--- src/rtl/mem_port_arbiter.sv ---
// Shares one single-port instruction/data memory between the Fetch and Memory stages.
// Grants alternate under contention; completed results stay sticky until the owning stage acks.
module mem_port_arbiter #(
    parameter int ADDR_W  = 32,
    parameter int DATA_W  = 32,
    parameter int LATENCY = 2
) (
    input  logic              clk,
    input  logic              reset,
    input  logic              IReqF,
    input  logic [ADDR_W-1:0] PCF,
    input  logic              AckF,
    input  logic              AbortF,
    input  logic              MemReqM,
    input  logic              MemWriteM,
    input  logic [ADDR_W-1:0] ALUResultM,
    input  logic [DATA_W-1:0] WriteDataM,
    input  logic              AckM,
    output logic [DATA_W-1:0] InstrF,
    output logic              IReadyF,
    output logic [DATA_W-1:0] ReadDataM,
    output logic              DReadyM,
    output logic              StallF,
    output logic              StallM,
    output logic              MemEn,
    output logic              MemWE,
    output logic [ADDR_W-1:0] MemAddr,
    output logic [DATA_W-1:0] MemWD,
    input  logic [DATA_W-1:0] MemRD,
    output logic [15:0]       ConflictCnt
);

    localparam int CNT_W = (LATENCY < 2) ? 1 : $clog2(LATENCY + 1);

    typedef enum logic {
        S_IDLE,
        S_ACCESS
    } state_t;

    state_t           r_state;
    logic [CNT_W-1:0] r_cnt;
    logic             r_last_data;
    logic             r_owner_data;
    logic             r_discard;

    logic w_elig_f;
    logic w_elig_d;
    logic w_grant_d;
    logic w_grant_f;
    logic w_done;

    assign w_elig_f  = IReqF & ~IReadyF & ~AbortF;
    assign w_elig_d  = MemReqM & ~DReadyM;
    // Under contention data wins unless it was the previous owner.
    assign w_grant_d = w_elig_d & (~w_elig_f | ~r_last_data);
    assign w_grant_f = w_elig_f & ~w_grant_d;
    assign w_done    = (r_state == S_ACCESS) && (r_cnt == CNT_W'(1));

    assign StallF = IReqF & ~IReadyF;
    assign StallM = MemReqM & ~DReadyM;

    always_ff @(posedge clk or posedge reset) begin
        if (reset) begin
            r_state      <= S_IDLE;
            r_cnt        <= '0;
            r_last_data  <= 1'b0;
            r_owner_data <= 1'b0;
            r_discard    <= 1'b0;
            InstrF       <= '0;
            IReadyF      <= 1'b0;
            ReadDataM    <= '0;
            DReadyM      <= 1'b0;
            MemEn        <= 1'b0;
            MemWE        <= 1'b0;
            MemAddr      <= '0;
            MemWD        <= '0;
            ConflictCnt  <= '0;
        end else begin
            if (AckF || AbortF) IReadyF <= 1'b0;
            if (AckM)           DReadyM <= 1'b0;
            MemEn <= 1'b0;

            case (r_state)
                S_IDLE: begin
                    if (w_elig_f && w_elig_d && ConflictCnt != 16'hFFFF)
                        ConflictCnt <= ConflictCnt + 16'd1;
                    if (w_grant_d) begin
                        MemAddr      <= ALUResultM;
                        MemWE        <= MemWriteM;
                        MemWD        <= WriteDataM;
                        MemEn        <= 1'b1;
                        r_cnt        <= CNT_W'(LATENCY);
                        r_last_data  <= 1'b1;
                        r_owner_data <= 1'b1;
                        r_state      <= S_ACCESS;
                    end else if (w_grant_f) begin
                        MemAddr      <= PCF;
                        MemWE        <= 1'b0;
                        MemWD        <= WriteDataM;
                        MemEn        <= 1'b1;
                        r_cnt        <= CNT_W'(LATENCY);
                        r_last_data  <= 1'b0;
                        r_owner_data <= 1'b0;
                        r_state      <= S_ACCESS;
                    end
                end
                S_ACCESS: begin
                    r_cnt <= r_cnt - CNT_W'(1);
                    if (!r_owner_data && AbortF) r_discard <= 1'b1;
                    // Completion is ordered after the ack clears so it wins a same-edge ack.
                    if (w_done) begin
                        r_state <= S_IDLE;
                        if (r_owner_data) begin
                            if (!MemWE) ReadDataM <= MemRD;
                            DReadyM <= 1'b1;
                        end else if (r_discard || AbortF) begin
                            r_discard <= 1'b0;
                        end else begin
                            InstrF  <= MemRD;
                            IReadyF <= 1'b1;
                        end
                    end
                end
                default: r_state <= S_IDLE;
            endcase
        end
    end

endmodule

--- config.mk ---
export PLATFORM = sky130hd
export DESIGN_NAME = mem_port_arbiter
export DESIGN_NICKNAME = d
export VERILOG_FILES = /design/src/rtl/mem_port_arbiter.sv
export SDC_FILE = /design/constraint.sdc
export NUM_CORES = 1
export LEC_CHECK = 0
export ABC_AREA = 1
export CORE_MARGIN = 10
export CORE_UTILIZATION = 43
export DETAILED_ROUTE_END_ITERATION = 8
export HOLD_SLACK_MARGIN = 0.03
export PLACE_DENSITY_LB_ADDON = 0.05
export SLEW_MARGIN = 20
export SYNTH_ARGS = -nofsm -noshare
export SYNTH_HDL_FRONTEND = slang
export SYNTH_SLANG_ARGS = --single-unit
--- constraint.sdc ---
create_clock -name clk -period 6.8 [get_ports clk]
set_clock_uncertainty 0.1 [all_clocks]
set_input_delay 1.36 -clock clk [delete_from_list [all_inputs] [get_ports clk]]
set_output_delay 1.36 -clock clk [all_outputs]
set_load 0.005 [all_outputs]
==> impl_metrics.env, run 1 <==
export IMPL_rows=45
export IMPL_synth_nets=940
export IMPL_crit_top_cell="clkdlybuf4s50_1"
export IMPL_hold_violations=0
export IMPL_synth_avg_cell_area_um2=8.414
export IMPL_root_buffer="clkbuf_16"
export IMPL_port_buffers=285
export IMPL_status="finished, final reports clean"
export IMPL_start_kind="input pin"
export IMPL_rsz0062_at_grt="false"
export IMPL_worstSkewPairLatency_ns=0.41
export IMPL_reg2reg_depth=7
export IMPL_drt_iter0_markers=304
export IMPL_gp_congestion=0.8255
export IMPL_maxCapViolCount=0
export IMPL_cts_tree="done"
export IMPL_syn_to_final_growth_pct=52.55
export IMPL_seqCellArea_um2=3829
export IMPL_post_cts_buffers=0
export IMPL_synth_top_area_share_pct=56.74
export IMPL_synth_seq_cells=153
export IMPL_setup_tns_final_ns=0
export IMPL_hpwl_um=15320
export IMPL_worstHoldPathType="reg -> reg"
export IMPL_r2r_end="MemAddr[4]$_DFFE_PP0P_"
export IMPL_timing_slew_headroom_pct=36.14
export IMPL_crit_buf_inv=3
export IMPL_arrival_ns=3.04
export IMPL_wl_um=21110
export IMPL_fmax_mhz=222.3
export IMPL_core_area_um2=15310
export IMPL_grt_remaining_overflow=0
export IMPL_antenna_found_initial=1
export IMPL_htree_levels=4
export IMPL_cp_slowest_cell="clkdlybuf4s50_1"
export IMPL_r2r_setup_slack_ns=4.11
export IMPL_numCtsBuffers=17
export IMPL_ctsResizeCount=0
export IMPL_finalPower_mw=3.978
export IMPL_synth_cell_types=27
export IMPL_path_clk_slew_ns=0.05
export IMPL_whs_path_depth=2
export IMPL_period_share_pct=66.15
export IMPL_setup_worst_path_end_class="output port"
export IMPL_via_per_inst=4.630
export IMPL_min_from="MemWD[24]$_DFFE_PP0P_"
export IMPL_die_area_um2=21100
export IMPL_p_leak_nw=4.987
export IMPL_syn_inst=802
export IMPL_cts_buffer_depth=2
export IMPL_peakVddDrop_v=0.0002044
export IMPL_grt_usage_pct=19.51
export IMPL_rr_startpoint="r_state$_DFF_PP0_"
export IMPL_clkSinkCount=153
export IMPL_worstPathCellList="clkdlybuf4s50_1, nand2_1, inv_2, clkdlybuf4s50_1"
export IMPL_dr_total_vias=6005
export IMPL_slew_viol_final=0
export IMPL_nets=1209
export IMPL_cellPowerDensity_nw_per_um2=386.4
export IMPL_grt_pass1_wl_um=33090
export IMPL_io_pins=286
export IMPL_worst_pin_slew_ns=0.9579
export IMPL_grt_pass1_vias=5805
export IMPL_drive_gt1_share_pct=5.166
export IMPL_multi_input_area_um2=2357
export IMPL_ant_nets=0
export IMPL_start_util_pct=44.06
export IMPL_nFillCells=1330
export IMPL_firstDrtPassIters=4
export IMPL_worst_ep_required_time_ns=5.34
export IMPL_cp_top_family="buffers and inverters"
export IMPL_grt_max_degree=106
export IMPL_die_h_um=145.3
export IMPL_slowest_delay_ns=0.63
export IMPL_setup_violations=0
export IMPL_yosysWarnings=0
export IMPL_crit_type="in -> out"
export IMPL_synth_area_um2=6748
export IMPL_yosysTopAreaCell="dfrtp_1"
export IMPL_crit_fanout=36
export IMPL_min_to="MemWD[24]$_DFFE_PP0P_"
export IMPL_synth_area_top_cells="dfrtp_1, nand2_1, inv_1, o21ai_0, nand3b_1"
export IMPL_hold_buffers=0
export IMPL_drc=0
export IMPL_routedWlPerCell_um=16.28
export IMPL_die_w_um=145.3
export IMPL_period_needed_ns=4.498
export IMPL_synth_seq_area_share_pct=56.74
export IMPL_cp_num_cells=4
[metrics by stage]
| stage | cells | cell area (um2) | hold slack, ns | setup WS (ns) | utilization (%) |
|---|---|---|---|---|---|
| CTS | 1295 | 10290 | 0.3797 | 1.882 | 67.18 |
| global placement | 1263 | 9681 | 0.3604 | 1.910 | 63.21 |
| global route | 1296 | 10290 | 0.4011 | 2.213 | 67.20 |
| finish | 1297 | 10290 | 0.3746 | 2.302 | 67.21 |
| floorplan | 802 | 6748 | 0.3681 | 1.219 | - |
| detailed placement | 1263 | 9683 | 0.3638 | 1.859 | 63.23 |
[tightest hold or removal path, cell delays in order, from the launching register on]
cell,delay (ns)
dfrtp_1,0.34
nand2_1,0.05
nand2_1,0.05
[layer usage]
metal	global-route usage [%]	vias up	share of wire, %
met4	6.370	0	1.7
met1	23.52	2767	42
met2	31.88	186	49
met5	0	-	0
met3	6.923	21	7.1
li1	-	3031	-
[worst max-delay path by stage]
stage	startpoint	endpoint	slack (ns)
final	MemReqM	StallM	2.30
after global placement	MemReqM	StallM	1.91
after floorplan	reset	ConflictCnt[0]$_DFFE_PP0P_	1.22
after detailed placement	MemReqM	StallM	1.86
after global routing	MemReqM	StallM	2.21
after CTS	MemReqM	StallM	1.88
[registers in the layout, summed over array words and instances, names as in the netlist]
register and cells:
r_cnt 2, MemWE 1, r_discard 1, DReadyM 1, IReadyF 1, r_state 1
ReadDataM 32, InstrF 32, MemWD 32, r_owner_data 1, ConflictCnt 16, MemEn 1
MemAddr 32
[synthesized netlist by cell type]
master    count
inv_2         3
ha_1          2
nand2_2       5
clkinv_1      1
a21oi_1       2
nand4_1       5
o21ai_1       4
nand2_1     324
nand3b_2      1
dfrtp_1     153
o21ai_0      64
buf_4         7
xor2_1        3
nand3_1      49
clkbuf_1     12
nor3_1        4
nand3b_1     36
xnor2_1       1
nor4_1        2
nor2_2        4
clkbuf_2      2
buf_6         5
inv_1        86
buf_2        14
nor2_1        9
nor2_4        3
o22ai_1       1
[cell type report]
| type | instances | share of cell area (%) |
|---|---|---|
| antenna | 2 | 0.04862 |
| sequential | 153 | 37.19 |
| timing repair buffer | 290 | 28.08 |
| multi-input combinational | 519 | 22.90 |
| inverter | 90 | 3.331 |
| tap | 211 | 2.565 |
| clock inverter | 11 | 1.410 |
| clock buffer | 21 | 4.473 |
[cell usage in the layout, fill, tap and decap left out, drive strengths merged]
master	Yosys	routed
nor4	2	2
nor2	16	16
clkbuf	14	21
a21oi	2	2
o22ai	1	1
buf	26	5
nand3	49	49
nand4	5	5
xor2	3	3
clkdlybuf4s50	0	285
xnor2	1	1
diode	0	2
clkinv	1	4
bufinv	0	3
nand3b	37	37
nor3	4	4
dfrtp	153	153
inv	89	91
o21ai	68	68
nand2	329	329
clkinvlp	0	3
ha	2	2
[cells by family (layout without fill, tap and decap cells)]
logic type | Yosys count | in the layout | synth area share, %
compound gates | 71 | 71 | 5.285
fa+ha+maj | 2 | 2 | 0.3708
flops | 153 | 153 | 56.74
buf+inv | 130 | 412 | 8.474
simple gates | 442 | 442 | 28.61
xor+xnor | 4 | 4 | 0.5193
other cells | 0 | 2 | 0
[power breakdown]
part	switching, mW	internal (mW)
clock network	0.368	0.597
registers	0.200	1.28
logic	0.667	0.866
total	1.24	2.74
No activity file was read; power rests on OpenSTA's default activity.
==> inputs of run 2 (changes only) <==
Clock period 6.8 ns to 4.69 ns, I/O delays scaled along.
==> run 2 against run 1 <==
Die area is the same. Worst hold slack about the same. Sequential power grew 45%. Flip-flop and latch count unchanged. Cell count up 0.23%. Highest routed layer unchanged. Critical endpoint unchanged. Clock power up 35%. Critical path depth stayed put. Design area about the same. Utilization about the same. Non-clock buffer count grew 5. Sequential share of layout area hardly changed. Count of clock-buffer cells in the layout shrank 3.
==> impl_metrics.env, run 2 (synthesis gave the netlist of run 1 again) <==
export IMPL_status="finished, final reports clean"
export IMPL_maxCapViolCount=0
export IMPL_period_share_pct=66.53
export IMPL_ctsResizeCount=0
export IMPL_core_area_um2=15310
export IMPL_cellPowerDensity_nw_per_um2=550.6
export IMPL_reg2reg_depth=9
export IMPL_whs_path_depth=2
export IMPL_start_util_pct=44.06
export IMPL_fmax_mhz=320.5
export IMPL_worst_pin_slew_ns=0.8662
export IMPL_hold_buffers=0
export IMPL_via_per_inst=4.628
export IMPL_crit_top_cell="clkdlybuf4s50_1"
export IMPL_final_area_um2=10300
export IMPL_cp_slowest_cell="clkdlybuf4s50_1"
export IMPL_setup_violations=0
export IMPL_finalCoreUtilization_pct=67.26
export IMPL_drt_iter0_markers=264
export IMPL_die_area_um2=21100
export IMPL_port_buffers=285
export IMPL_worstSkewPairLatency_ns=0.42
export IMPL_use_met1_pct=23.79
export IMPL_setup_worst_path_end_class="output port"
export IMPL_min_from="MemWD[6]$_DFFE_PP0P_"
export IMPL_slowest_delay_ns=0.55
export IMPL_arrival_ns=2.08
export IMPL_r2r_end="ConflictCnt[4]$_DFFE_PP0P_"
export IMPL_nFillCells=1318
export IMPL_crit_start="MemReqM"
export IMPL_grt_pass1_vias=5852
export IMPL_grt_pass1_wl_um=33020
export IMPL_place_area_um2=9738
export IMPL_p_leak_nw=5.008
export IMPL_post_cts_buffers=0
export IMPL_antenna_found_initial=0
export IMPL_rows=45
export IMPL_worst_ep_required_time_ns=3.65
export IMPL_htree_levels=4
export IMPL_crit_type="in -> out"
export IMPL_worstPathCellList="clkdlybuf4s50_1, nand2_1, clkinv_1, clkdlybuf4s50_1"
export IMPL_rsz0062_at_grt="false"
export IMPL_timing_slew_headroom_pct=42.13
export IMPL_grtUsageMet2_pct=31.72
export IMPL_crit_fanout=2
export IMPL_diodes=0
export IMPL_syn_to_final_growth_pct=52.66
export IMPL_start_kind="input pin"
export IMPL_cts_buffer_depth=2
export IMPL_grt_remaining_overflow=0
export IMPL_cts_tree="done"
export IMPL_peakVddDrop_v=0.0002765
export IMPL_grt_busiest_layer="met2"
export IMPL_firstDrtPassIters=4
export IMPL_drc=0
export IMPL_finalPower_mw=5.671
export IMPL_cp_top_family="buffers and inverters"
export IMPL_drive_gt1_share_pct=5.601
export IMPL_period_needed_ns=3.120
export IMPL_dr_total_vias=6017
export IMPL_worstHoldPathType="reg -> reg"
export IMPL_hold_violations=0
export IMPL_nets=1214
export IMPL_hpwl_um=15410
export IMPL_slew_viol_final=0
export IMPL_min_to="MemWD[6]$_DFFE_PP0P_"
export IMPL_crit_buf_inv=3
export IMPL_clkSinkCount=153
export IMPL_wl_um=20920
export IMPL_grt_usage_pct=19.48
export IMPL_grt_max_degree=66
export IMPL_setup_tns_final_ns=0
export IMPL_r2r_setup_slack_ns=2.54
export IMPL_rr_startpoint="DReadyM$_DFF_PP0_"
export IMPL_die_w_um=145.3
export IMPL_final_common_cell="nand2_1"
export IMPL_gp_congestion=0.8144
export IMPL_root_buffer="clkbuf_16"
export IMPL_ant_nets=0
export IMPL_mostFrequentLayoutCells="nand2_1, clkdlybuf4s50_1, dfrtp_1, inv_1, o21ai_0"
export IMPL_numCtsBuffers=17
export IMPL_routedWlPerCell_um=16.09
export IMPL_grtUsageMet3_pct=6.644
export IMPL_die_h_um=145.3
export IMPL_path_clk_slew_ns=0.06
export IMPL_io_pins=286
## run 2: cell type report
| class | instances | area, um2 | share of cell area [%] |
|---|---|---|---|
| Clock buffer | 18 | 439.2 | 4.263 |
| Clock inverter | 14 | 123.9 | 1.202 |
| Inverter | 90 | 341.6 | 3.316 |
| Multi-Input combinational cell | 519 | 2364 | 22.94 |
| Sequential cell | 153 | 3829 | 37.17 |
| Tap cell | 211 | 264.0 | 2.563 |
| Timing Repair Buffer | 295 | 2940 | 28.54 |
## run 2: worst max-delay path by stage
stage                                 endpoint  slack (ns)  cells after the start
floorplan           ConflictCnt[0]$_DFFE_PP0P_        1.72                      1
global placement                        StallM        1.57                      4
detailed placement                      StallM        1.56                      4
CTS                                     StallM        1.56                      4
global route                            StallM        1.54                      4
finish                                  StallM        1.57                      4
## run 2: power by group
| part | internal (mW) | total, mW | leakage [nW] | switching (mW) |
|---|---|---|---|---|
| clock | 0.744 | 1.30 | 0.268 | 0.559 |
| combinational | 1.27 | 2.22 | 2.81 | 0.955 |
| sequential | 1.86 | 2.15 | 1.93 | 0.292 |
| total | 3.87 | 5.67 | 5.01 | 1.81 |
## run 2: metrics by stage
stage | hold WS [ns] | setup slack [ns] | cells
after floorplan | 0.3681 | 1.721 | 802
after global placement | 0.3611 | 1.567 | 1268
after detailed placement | 0.3635 | 1.557 | 1268
after CTS | 0.3805 | 1.557 | 1300
after global routing | 0.3928 | 1.539 | 1300
final | 0.3745 | 1.570 | 1300
## run 2: routing by layer
metal | wire length [um] | vias to the layer above | share of wire, %
met4 | 353 | 0 | 1.7
li1 | - | 3045 | -
met2 | 10190 | 196 | 49
met5 | 0 | - | 0
met3 | 1503 | 23 | 7.2
met1 | 8875 | 2753 | 42
## run 2: worst register-to-register path, cell delays in order (launching register included)
cell and delay, ns:
dfrtp_1 0.40, inv_2 0.06, nand2_1 0.06, clkinv_1 0.06
buf_4 0.33, nand2_1 0.17, nor2_4 0.47, nand2_2 0.23
nand2_1 0.11, nand2_1 0.05
==> inputs of run 3 (changes only) <==
Settings changed: CORE_UTILIZATION 43 to 39.
Clock period 4.69 ns to 2.8 ns, I/O delays scaled along.
==> run 3 against run 2 <==
Count of clock-buffer cells in the layout down 1. Sequential power up 67%. Critical path depth unchanged. Worst hold slack better by 0.0015 ns. Flip-flop and latch count unchanged. Highest routed layer unchanged.
==> impl_metrics.env, run 3 (synthesis gave the netlist of run 1 again) <==
export IMPL_clkPwrFrac_pct=23.0
export IMPL_period_needed_ns=2.386
export IMPL_p_comb_share_pct=39.6
export IMPL_start_kind="input pin"
export IMPL_nets=1219
export IMPL_cts_tree="done"
export IMPL_mostFrequentLayoutCells="nand2_1, clkdlybuf4s50_1, dfrtp_1, inv_1, o21ai_0"
export IMPL_dr_total_vias=6022
export IMPL_routedWlPerCell_um=16.22
export IMPL_clkSinkCount=153
export IMPL_setup_worst_path_end_class="output port"
export IMPL_final_cells=1321
export IMPL_grt_pass1_wl_um=32780
export IMPL_fmax_mhz=419.1
export IMPL_ant_nets=0
export IMPL_worst_pin_slew_ns=0.6045
export IMPL_rsz0062_at_grt="false"
export IMPL_root_buffer="clkbuf_16"
export IMPL_p_int_mw=6.523
export IMPL_cts_buffer_depth=2
export IMPL_port_buffers=285
export IMPL_arrival_ns=1.73
export IMPL_setup_ws_ns=0.4140
export IMPL_firstDrtPassIters=5
export IMPL_grt_usage_pct=18.29
export IMPL_setup_tns_final_ns=0
export IMPL_worstPathCellList="clkdlybuf4s50_1, nand2_1, clkinv_1, clkdlybuf4s50_1"
export IMPL_p_leak_nw=5.054
export IMPL_cp_slowest_cell="clkdlybuf4s50_1"
export IMPL_grt_remaining_overflow=0
export IMPL_slew_viol_final=0
export IMPL_peakVddDrop_v=0.0005031
export IMPL_worst_ep_required_time_ns=2.14
export IMPL_place_area_um2=9872
export IMPL_die_area_um2=22960
export IMPL_die_w_um=151.5
export IMPL_grt_max_degree=66
export IMPL_final_area_um2=10440
export IMPL_io_pins=286
export IMPL_path_clk_slew_ns=0.06
export IMPL_hold_buffers=0
export IMPL_gp_congestion=0.7971
export IMPL_ctsResizeCount=0
export IMPL_hold_violations=0
export IMPL_start_util_pct=39.42
export IMPL_via_per_inst=4.559
export IMPL_finalPower_mw=9.612
export IMPL_rows=48
export IMPL_dp_slack_ns=0.4035
export IMPL_dp_cells=1287
export IMPL_antenna_found_initial=1
export IMPL_final_common_cell="nand2_1"
export IMPL_wl_um=21430
export IMPL_worstSkewPairLatency_ns=0.42
export IMPL_die_h_um=151.5
export IMPL_hpwl_um=15890
export IMPL_crit_top_cell="clkdlybuf4s50_1"
export IMPL_p_switching_mw=3.089
export IMPL_period_share_pct=85.21
export IMPL_status="finished, final reports clean"
export IMPL_swShare_pct=32.14
export IMPL_core_area_um2=17120
export IMPL_crit_type="in -> out"
export IMPL_htree_levels=4
export IMPL_drc=0
export IMPL_numCtsBuffers=17
export IMPL_power_frac_seq_pct=37.5
export IMPL_slowest_delay_ns=0.57
export IMPL_syn_to_final_growth_pct=54.78
export IMPL_drive_gt1_share_pct=6.033
export IMPL_maxCapViolCount=0
export IMPL_post_cts_buffers=0
export IMPL_setup_violations=0
export IMPL_timing_slew_headroom_pct=59.61
export IMPL_cellPowerDensity_nw_per_um2=920.3
export IMPL_grt_pass1_vias=5964
export IMPL_crit_fanout=3
export IMPL_drt_iter0_markers=243
export IMPL_worstHoldPathType="reg -> reg"
## run 3: cell count changes in the layout (fill, tap and decap cells not counted), moves of 2 or more
| cell | change |
|---|---|
| buf_12 | +7 |
| buf_4 | -2 |
| clkinvlp_4 | -2 |
| diode_2 | +2 |
| inv_6 | +2 |
## run 3: per-layer routing
layer	track usage (%)	wire length [um]	vias to the layer above
li1	-	-	3049
met1	22.40	9064	2742
met2	29.48	10110	205
met3	5.584	1691	26
met4	7.626	558	0
met5	0	0	-
## run 3: worst max-delay path, delay by kind of cell
kind	cells	cell delay [ns]
and+or+nand+nor	1	0.07
buffers and inverters	3	1.10
## run 3: path summary, 6_finish.rpt
check                      depth (start not counted)                  start  slack [ns]                     to
setup / recovery                                   4                MemReqM        0.41                 StallM
hold / removal                                     2  MemWD[25]$_DFFE_PP0P_        0.38  MemWD[25]$_DFFE_PP0P_
setup reg to reg                                   6      r_state$_DFF_PP0_        0.94  MemWD[21]$_DFFE_PP0P_
hold reg to reg                                    2  MemWD[25]$_DFFE_PP0P_        0.38  MemWD[25]$_DFFE_PP0P_
max in group asynchronous                          3                  reset        1.47  MemWD[10]$_DFFE_PP0P_
min in group asynchronous                          2                  reset        0.47   MemWD[9]$_DFFE_PP0P_
## run 3: final cells by class
class                           instances  area (um2)
Tap cell                              225       281.5
Sequential cell                       153        3829
Clock inverter                         15       141.4
Multi-Input combinational cell        519        2355
Fill cell                            1551        6673
Clock buffer                           17       425.4
Inverter                               90       341.6
Antenna cell                            2       5.005
Timing Repair Buffer                  300        3065
## run 3: power groups by stage
stage                     sequential (mW)  clock [mW]  combinational [mW]
after floorplan                      3.67           0                1.34
after global routing                 3.72        2.38                4.22
after global placement               3.60           0                3.84
after CTS                            3.60        2.27                3.90
final                                3.60        2.21                3.80
after detailed placement             3.63           0                3.89
## run 3: metrics by stage
step / utilization [%] / hold WS, ns
6_report: 61.02 / 0.3761
5_1_grt: 61.00 / 0.3955
4_1_cts: 60.99 / 0.3817
3_5_place_dp: 57.68 / 0.3637
3_3_place_gp: 57.68 / 0.3608
2_1_floorplan: - / 0.3681
